<file path="src/rtl/gpio_bus_if.sv">
// Word-addressed register bus between the CPU and the GPIO input peripheral.
// The master drives address, write strobe and write data; the slave returns combinational read data.
interface gpio_bus_if;
    logic [4:0]  addr;
    logic        we;
    logic [31:0] wdata;
    logic [31:0] rdata;

    modport master (output addr, output we, output wdata, input rdata);
    modport slave  (input addr, input we, input wdata, output rdata);
endinterface

</file>
<file path="src/rtl/gpio_input_ctrl.sv">
// Debounced byte-wide board inputs with per-channel change flags and one maskable interrupt.
// Build option GPIO_DEBOUNCE_EN: defined = counter-based debounce, undefined = pass-through after sync.
module gpio_input_ctrl #(
    parameter int NUM_CH          = 9,
    parameter int DEBOUNCE_CYCLES = 16,
    parameter int CNT_W           = 16
) (
    input  logic                  clk,
    input  logic                  reset,
    input  logic [NUM_CH*8-1:0]   sw_in,
    gpio_bus_if.slave             bus,
    output logic                  irq
);

    localparam logic [4:0] CTRL_IDX = 5'(NUM_CH);
    localparam logic [4:0] STAT_IDX = 5'(NUM_CH + 1);

    logic [NUM_CH*8-1:0] sync1_r;
    logic [NUM_CH*8-1:0] sync2_r;
    logic [NUM_CH*8-1:0] stable_r;
    logic [NUM_CH*8-1:0] stable_nxt_s;
    logic [NUM_CH-1:0]   stat_r;
    logic [NUM_CH-1:0]   stat_nxt_s;
    logic [NUM_CH-1:0]   set_s;
    logic [NUM_CH-1:0]   clr_s;
    logic                ie_r;
    logic                ie_nxt_s;
    logic                irq_r;
    logic [7:0]          val_sel_s;
    logic [31:0]         rdata_s;
    logic                unused_wdata_s;

`ifdef GPIO_DEBOUNCE_EN
    localparam logic [CNT_W-1:0] CNT_LAST = CNT_W'(DEBOUNCE_CYCLES - 1);

    logic [CNT_W-1:0] cnt_r     [NUM_CH];
    logic [CNT_W-1:0] cnt_nxt_s [NUM_CH];

    // Whole-byte debounce: any return to the stable pattern restarts the count.
    always_comb begin
        stable_nxt_s = stable_r;
        set_s        = {NUM_CH{1'b0}};
        for (int i = 0; i < NUM_CH; i++) begin
            cnt_nxt_s[i] = {CNT_W{1'b0}};
            if (sync2_r[i*8 +: 8] == stable_r[i*8 +: 8]) begin
                cnt_nxt_s[i] = {CNT_W{1'b0}};
            end else if (cnt_r[i] == CNT_LAST) begin
                stable_nxt_s[i*8 +: 8] = sync2_r[i*8 +: 8];
                set_s[i]               = 1'b1;
                cnt_nxt_s[i]           = {CNT_W{1'b0}};
            end else begin
                cnt_nxt_s[i] = cnt_r[i] + CNT_W'(1);
            end
        end
    end
`else
    logic [CNT_W-1:0] unused_cfg_s;
    assign unused_cfg_s = CNT_W'(DEBOUNCE_CYCLES);

    // Without debounce the synchronised value is accepted every cycle.
    always_comb begin
        stable_nxt_s = sync2_r;
        set_s        = {NUM_CH{1'b0}};
        for (int i = 0; i < NUM_CH; i++) begin
            set_s[i] = (sync2_r[i*8 +: 8] != stable_r[i*8 +: 8]);
        end
    end
`endif

    // Register writes: W1C clears on STAT, IE on CTRL; a same-cycle set beats the clear.
    always_comb begin
        if (bus.we && (bus.addr == STAT_IDX)) begin
            clr_s = bus.wdata[NUM_CH-1:0];
        end else begin
            clr_s = {NUM_CH{1'b0}};
        end
        if (bus.we && (bus.addr == CTRL_IDX)) begin
            ie_nxt_s = bus.wdata[0];
        end else begin
            ie_nxt_s = ie_r;
        end
        stat_nxt_s = (stat_r & ~clr_s) | set_s;
    end

    assign unused_wdata_s = ^bus.wdata[31:NUM_CH];

    // Synchroniser, stable values, flags, IE and the registered interrupt.
    always_ff @(posedge clk or posedge reset) begin
        if (reset) begin
            sync1_r  <= {(NUM_CH*8){1'b0}};
            sync2_r  <= {(NUM_CH*8){1'b0}};
            stable_r <= {(NUM_CH*8){1'b0}};
            stat_r   <= {NUM_CH{1'b0}};
            ie_r     <= 1'b0;
            irq_r    <= 1'b0;
`ifdef GPIO_DEBOUNCE_EN
            for (int i = 0; i < NUM_CH; i++) begin
                cnt_r[i] <= {CNT_W{1'b0}};
            end
`endif
        end else begin
            sync1_r  <= sw_in;
            sync2_r  <= sync1_r;
            stable_r <= stable_nxt_s;
            stat_r   <= stat_nxt_s;
            ie_r     <= ie_nxt_s;
            // Follows the flag/IE state one edge after it changes.
            irq_r    <= ie_r & (|stat_r);
`ifdef GPIO_DEBOUNCE_EN
            for (int i = 0; i < NUM_CH; i++) begin
                cnt_r[i] <= cnt_nxt_s[i];
            end
`endif
        end
    end

    // Stable-value mux for the VAL window.
    always_comb begin
        val_sel_s = 8'h00;
        for (int i = 0; i < NUM_CH; i++) begin
            val_sel_s = val_sel_s | ((bus.addr == 5'(i)) ? stable_r[i*8 +: 8] : 8'h00);
        end
    end

    // Zero-wait-state read decode; unmapped indices read zero.
    always_comb begin
        rdata_s = 32'h0000_0000;
        if (bus.addr < CTRL_IDX) begin
            rdata_s = {24'h00_0000, val_sel_s};
        end else if (bus.addr == CTRL_IDX) begin
            rdata_s = {31'h0000_0000, ie_r};
        end else if (bus.addr == STAT_IDX) begin
            rdata_s = {{(32-NUM_CH){1'b0}}, stat_r};
        end else begin
            rdata_s = 32'h0000_0000;
        end
    end

    assign bus.rdata = rdata_s;
    assign irq       = irq_r;

endmodule
</file>
<file path="src/flat_wrapper.sv">
// flat-port wrapper written by rule: the top's interface ports become plain ports
module gpio_input_ctrl_flat 
#(
    parameter int NUM_CH          = 9,
    parameter int DEBOUNCE_CYCLES = 16,
    parameter int CNT_W           = 16
)
  (clk, reset, sw_in, irq, bus_addr, bus_we, bus_wdata, bus_rdata);
  gpio_bus_if bus_i ();
  input  logic clk;
  input  logic reset;
  input  logic [NUM_CH*8-1:0] sw_in;
  output logic irq;
  input wire logic [$bits(bus_i.addr)-1:0] bus_addr;
  input wire logic [$bits(bus_i.we)-1:0] bus_we;
  input wire logic [$bits(bus_i.wdata)-1:0] bus_wdata;
  output wire logic [$bits(bus_i.rdata)-1:0] bus_rdata;
  assign bus_i.addr = bus_addr;
  assign bus_i.we = bus_we;
  assign bus_i.wdata = bus_wdata;
  assign bus_rdata = bus_i.rdata;
  gpio_input_ctrl #(.NUM_CH(NUM_CH), .DEBOUNCE_CYCLES(DEBOUNCE_CYCLES), .CNT_W(CNT_W)) u_core (.clk(clk), .reset(reset), .sw_in(sw_in), .bus(bus_i), .irq(irq));
endmodule
</file>
<file path="config.mk">
export PLATFORM = sky130hd
export DESIGN_NAME = gpio_input_ctrl_flat
export DESIGN_NICKNAME = d
export VERILOG_FILES = /design/src/rtl/gpio_bus_if.sv /design/src/rtl/gpio_input_ctrl.sv /design/src/flat_wrapper.sv
export SDC_FILE = /design/constraint.sdc
export NUM_CORES = 1
export LEC_CHECK = 0
export CORE_MARGIN = 2
export CORE_UTILIZATION = 40
export CTS_CLUSTER_DIAMETER = 150
export DETAILED_ROUTE_END_ITERATION = 7
export PLACE_DENSITY = 0.64
export SYNTH_ARGS = -nofsm -noshare
export SYNTH_HDL_FRONTEND = slang
export SYNTH_SLANG_ARGS = --single-unit
</file>
<file path="constraint.sdc">
create_clock -name clk -period 9.41 [get_ports clk]
set_input_delay 1.882 -clock clk [delete_from_list [all_inputs] [get_ports clk]]
set_output_delay 1.882 -clock clk [all_outputs]
set_load 0.02 [all_outputs]
</file>
==> metrics <==
CP Capture Type output port; post-CTS resize count 0; R2R Setup Slk a little over 8 ns; largest net degree at the start of global routing between 100 and 150; hold crit path type reg2reg; Worst-path clk slew 0.06 ns; Total GRT Usage 0.155; vias in the first global route roughly 4500; Fill cells roughly 1500; die width between 100 and 150 um; Core Rows 50; period utilization 0.752; minimum clock period approximately 7.1 ns; WP data arrival ~5.2 ns; final setup skew between 0.01 and 0.015 ns; Ports 145; placed cell count about 800; Post-CTS Setup Inserts 0; post-synthesis sequential area ratio 0.754; DRC marker count from the first detailed-route iteration between 200 and 300; post-synthesis average cell area 15.7 um2; Tightest Pin Transition about 1.1 ns; Detail Route Antenna Nets 0; H-tree depth 1; Root Buffer clkbuf_16; MaxCap Viol Count 0; Final Instance Area roughly 9400 um2; Final Slew Violations 0; Startpoint Class input port; WS Path Type in2out; Synth Cell Area about 7500 um2; Fin. Hold Viols 0; outcome complete, no violations; Layout Cells excl Fill between 800 and 900; final WL approximately 15000 um; initial antenna violation count 0; Inserted Diodes 0; gr ovfl total 0; vias post-DR about 4100; DR pass1 iterations 5; WP data required 7.53 ns; Max rail drop VDD 0.000147 V; Slew HR 0.281; commonest non-fill, non-tap cells in the layout dfrtp_1 (227), clkdlybuf4s50_1 (98), xnor2_1 (72); Cell Pwr Density around 220 nW/um2; unique cell type count in the Yosys netlist 48; global-route wire length before repair between 20000 and 25000 um; DR WL/cell about 18 um; post-cts hold buffer count 0; IO Port Bufs 98; final core utilization 0.507; post-DP HPWL ~10000 um; Crit Path Max Fanout 24; die area about 20000 um2; DIE HEIGHT roughly 140 um; synthesis-to-finish area growth 25.1%; unrepaired setup endpoints after global routing no; Placer Congestion 0.890; Synth Register Bits 227; Gate Count Post-Synth just under 500; Lkg Pwr 0.00389 uW; cts bufs inserted 23; vias per cell 4.85; DRC 0; layout cells sized above 1 0.0772; clk buf depth 3; f_max ~140 MHz; Yosys warning count 0; Placement Cell Area between 8000 and 9000 um2; Initial Util 0.406; most common cell after layout, fill and taps aside dfrtp_1; final setup vio count 0; fin nets around 700; core area roughly 19000 um2; CTS tree yes; clock sinks ~230; setup_tns 0 ns; worst skew pair latency around 0.52 ns
-- registers in the layout, indices dropped and copies added (netlist names) --
signal and flops:
u_core.irq 1, u_core.stable_r 72, u_core.stat_r 9, u_core.sync1_r 72, u_core.stable_nxt_s 72, u_core.ie_r 1
-- metal layers --
metal  track usage  part of all wire  wire (um)  vias up
met5             0                 0          0        -
met4        0.0426             0.019        291        0
met3        0.0289             0.053        796       21
met2         0.248              0.48       7210      133
met1         0.220              0.45       6690     2093
li1              -                 -          -     1839
-- worst max-delay path, cell delays in order --
cell and delay, ns:
clkdlybuf4s50_1 1.09, nand2b_1 0.36, nor3_1 0.67, a222oi_1 0.26, o21ai_1 0.25, clkdlybuf4s50_1 0.67
-- worst paths after layout --
kind / startpoint / to / depth (start not counted)
min: u_core.sync1_r[4] / u_core.stable_nxt_s[4] / 0
min reg2reg: u_core.sync1_r[4] / u_core.stable_nxt_s[4] / 0
max: bus_addr[1] / bus_rdata[7] / 6
max in group asynchronous: reset / u_core.stable_nxt_s[51] / 3
max reg2reg: u_core.stable_r[42] / u_core.stat_r[5] / 3
min in group asynchronous: reset / u_core.stable_nxt_s[20] / 2
-- power breakdown --
| part | switching [uW] | internal [uW] | total, uW |
|---|---|---|---|
| Clock | 357 | 517 | 874 |
| Sequential | 32.1 | 1030 | 1060 |
| Combinational | 66.7 | 69.5 | 136 |
| Total | 456 | 1610 | 2070 |
-- logic make-up after synthesis --
group           Yosys count  share of synthesized area
mux                       6                    0.00980
xor+xnor                 72                     0.0837
simple gates             85                     0.0684
buf+inv                  40                     0.0329
other cells               1                   0.000498
compound gates           50                     0.0508
flops                   227                      0.754
-- synth_stat cells (all sizes together) --
master   count  area share
dfrtp      227        0.75
xnor2       72       0.084
buf         28       0.027
nand4       21       0.017
a22oi       12       0.012
nor3        12       0.011
nand2       10      0.0050
a211o        9       0.010
nand3        9      0.0060
nor2         8      0.0040
a21oi        7      0.0046
inv          7      0.0035
or3b         6      0.0070
and3         5      0.0042
clkbuf       5      0.0025
a221oi       4      0.0046
mux2i        4      0.0053
nor4b        4      0.0046
o21ai        3      0.0020
a2111oi      2      0.0023
a222oi       2      0.0027
a31oi        2      0.0017
and2         2      0.0017
nand2b       2      0.0017
nand3b       2      0.0020
nor4         2      0.0025
a211oi       1      0.0010
a21o         1      0.0010
a221o        1      0.0013
a2bb2oi      1      0.0012
a41o         1      0.0013
conb         1     0.00050
mux2         1      0.0015
mux4         1      0.0030
o211ai       1      0.0010
o2bb2ai      1      0.0012
o32a         1      0.0013
o32ai        1      0.0012
or2          1     0.00083
or3          1     0.00083
-- final cells by class --
class	count	area, um2	share of cell area
Multi-Input combinational cell	236	1690	0.179
Tap cell	234	293	0.0311
Timing Repair Buffer	100	996	0.106
Clock buffer	32	659	0.0699
Inverter	7	33.8	0.00358
Clock inverter	7	75.1	0.00796
Sequential cell	227	5680	0.603
-- stage by stage --
step	power (uW)	hold WS, ns	setup slack [ns]
detailed placement	1210	0.335	2.42
global placement	1210	0.336	2.47
CTS	2100	0.348	2.39
floorplan	1150	0.331	1.31
global route	2150	0.352	2.23
finish	2070	0.345	2.33
No activity file was read; power rests on OpenSTA's default activity.
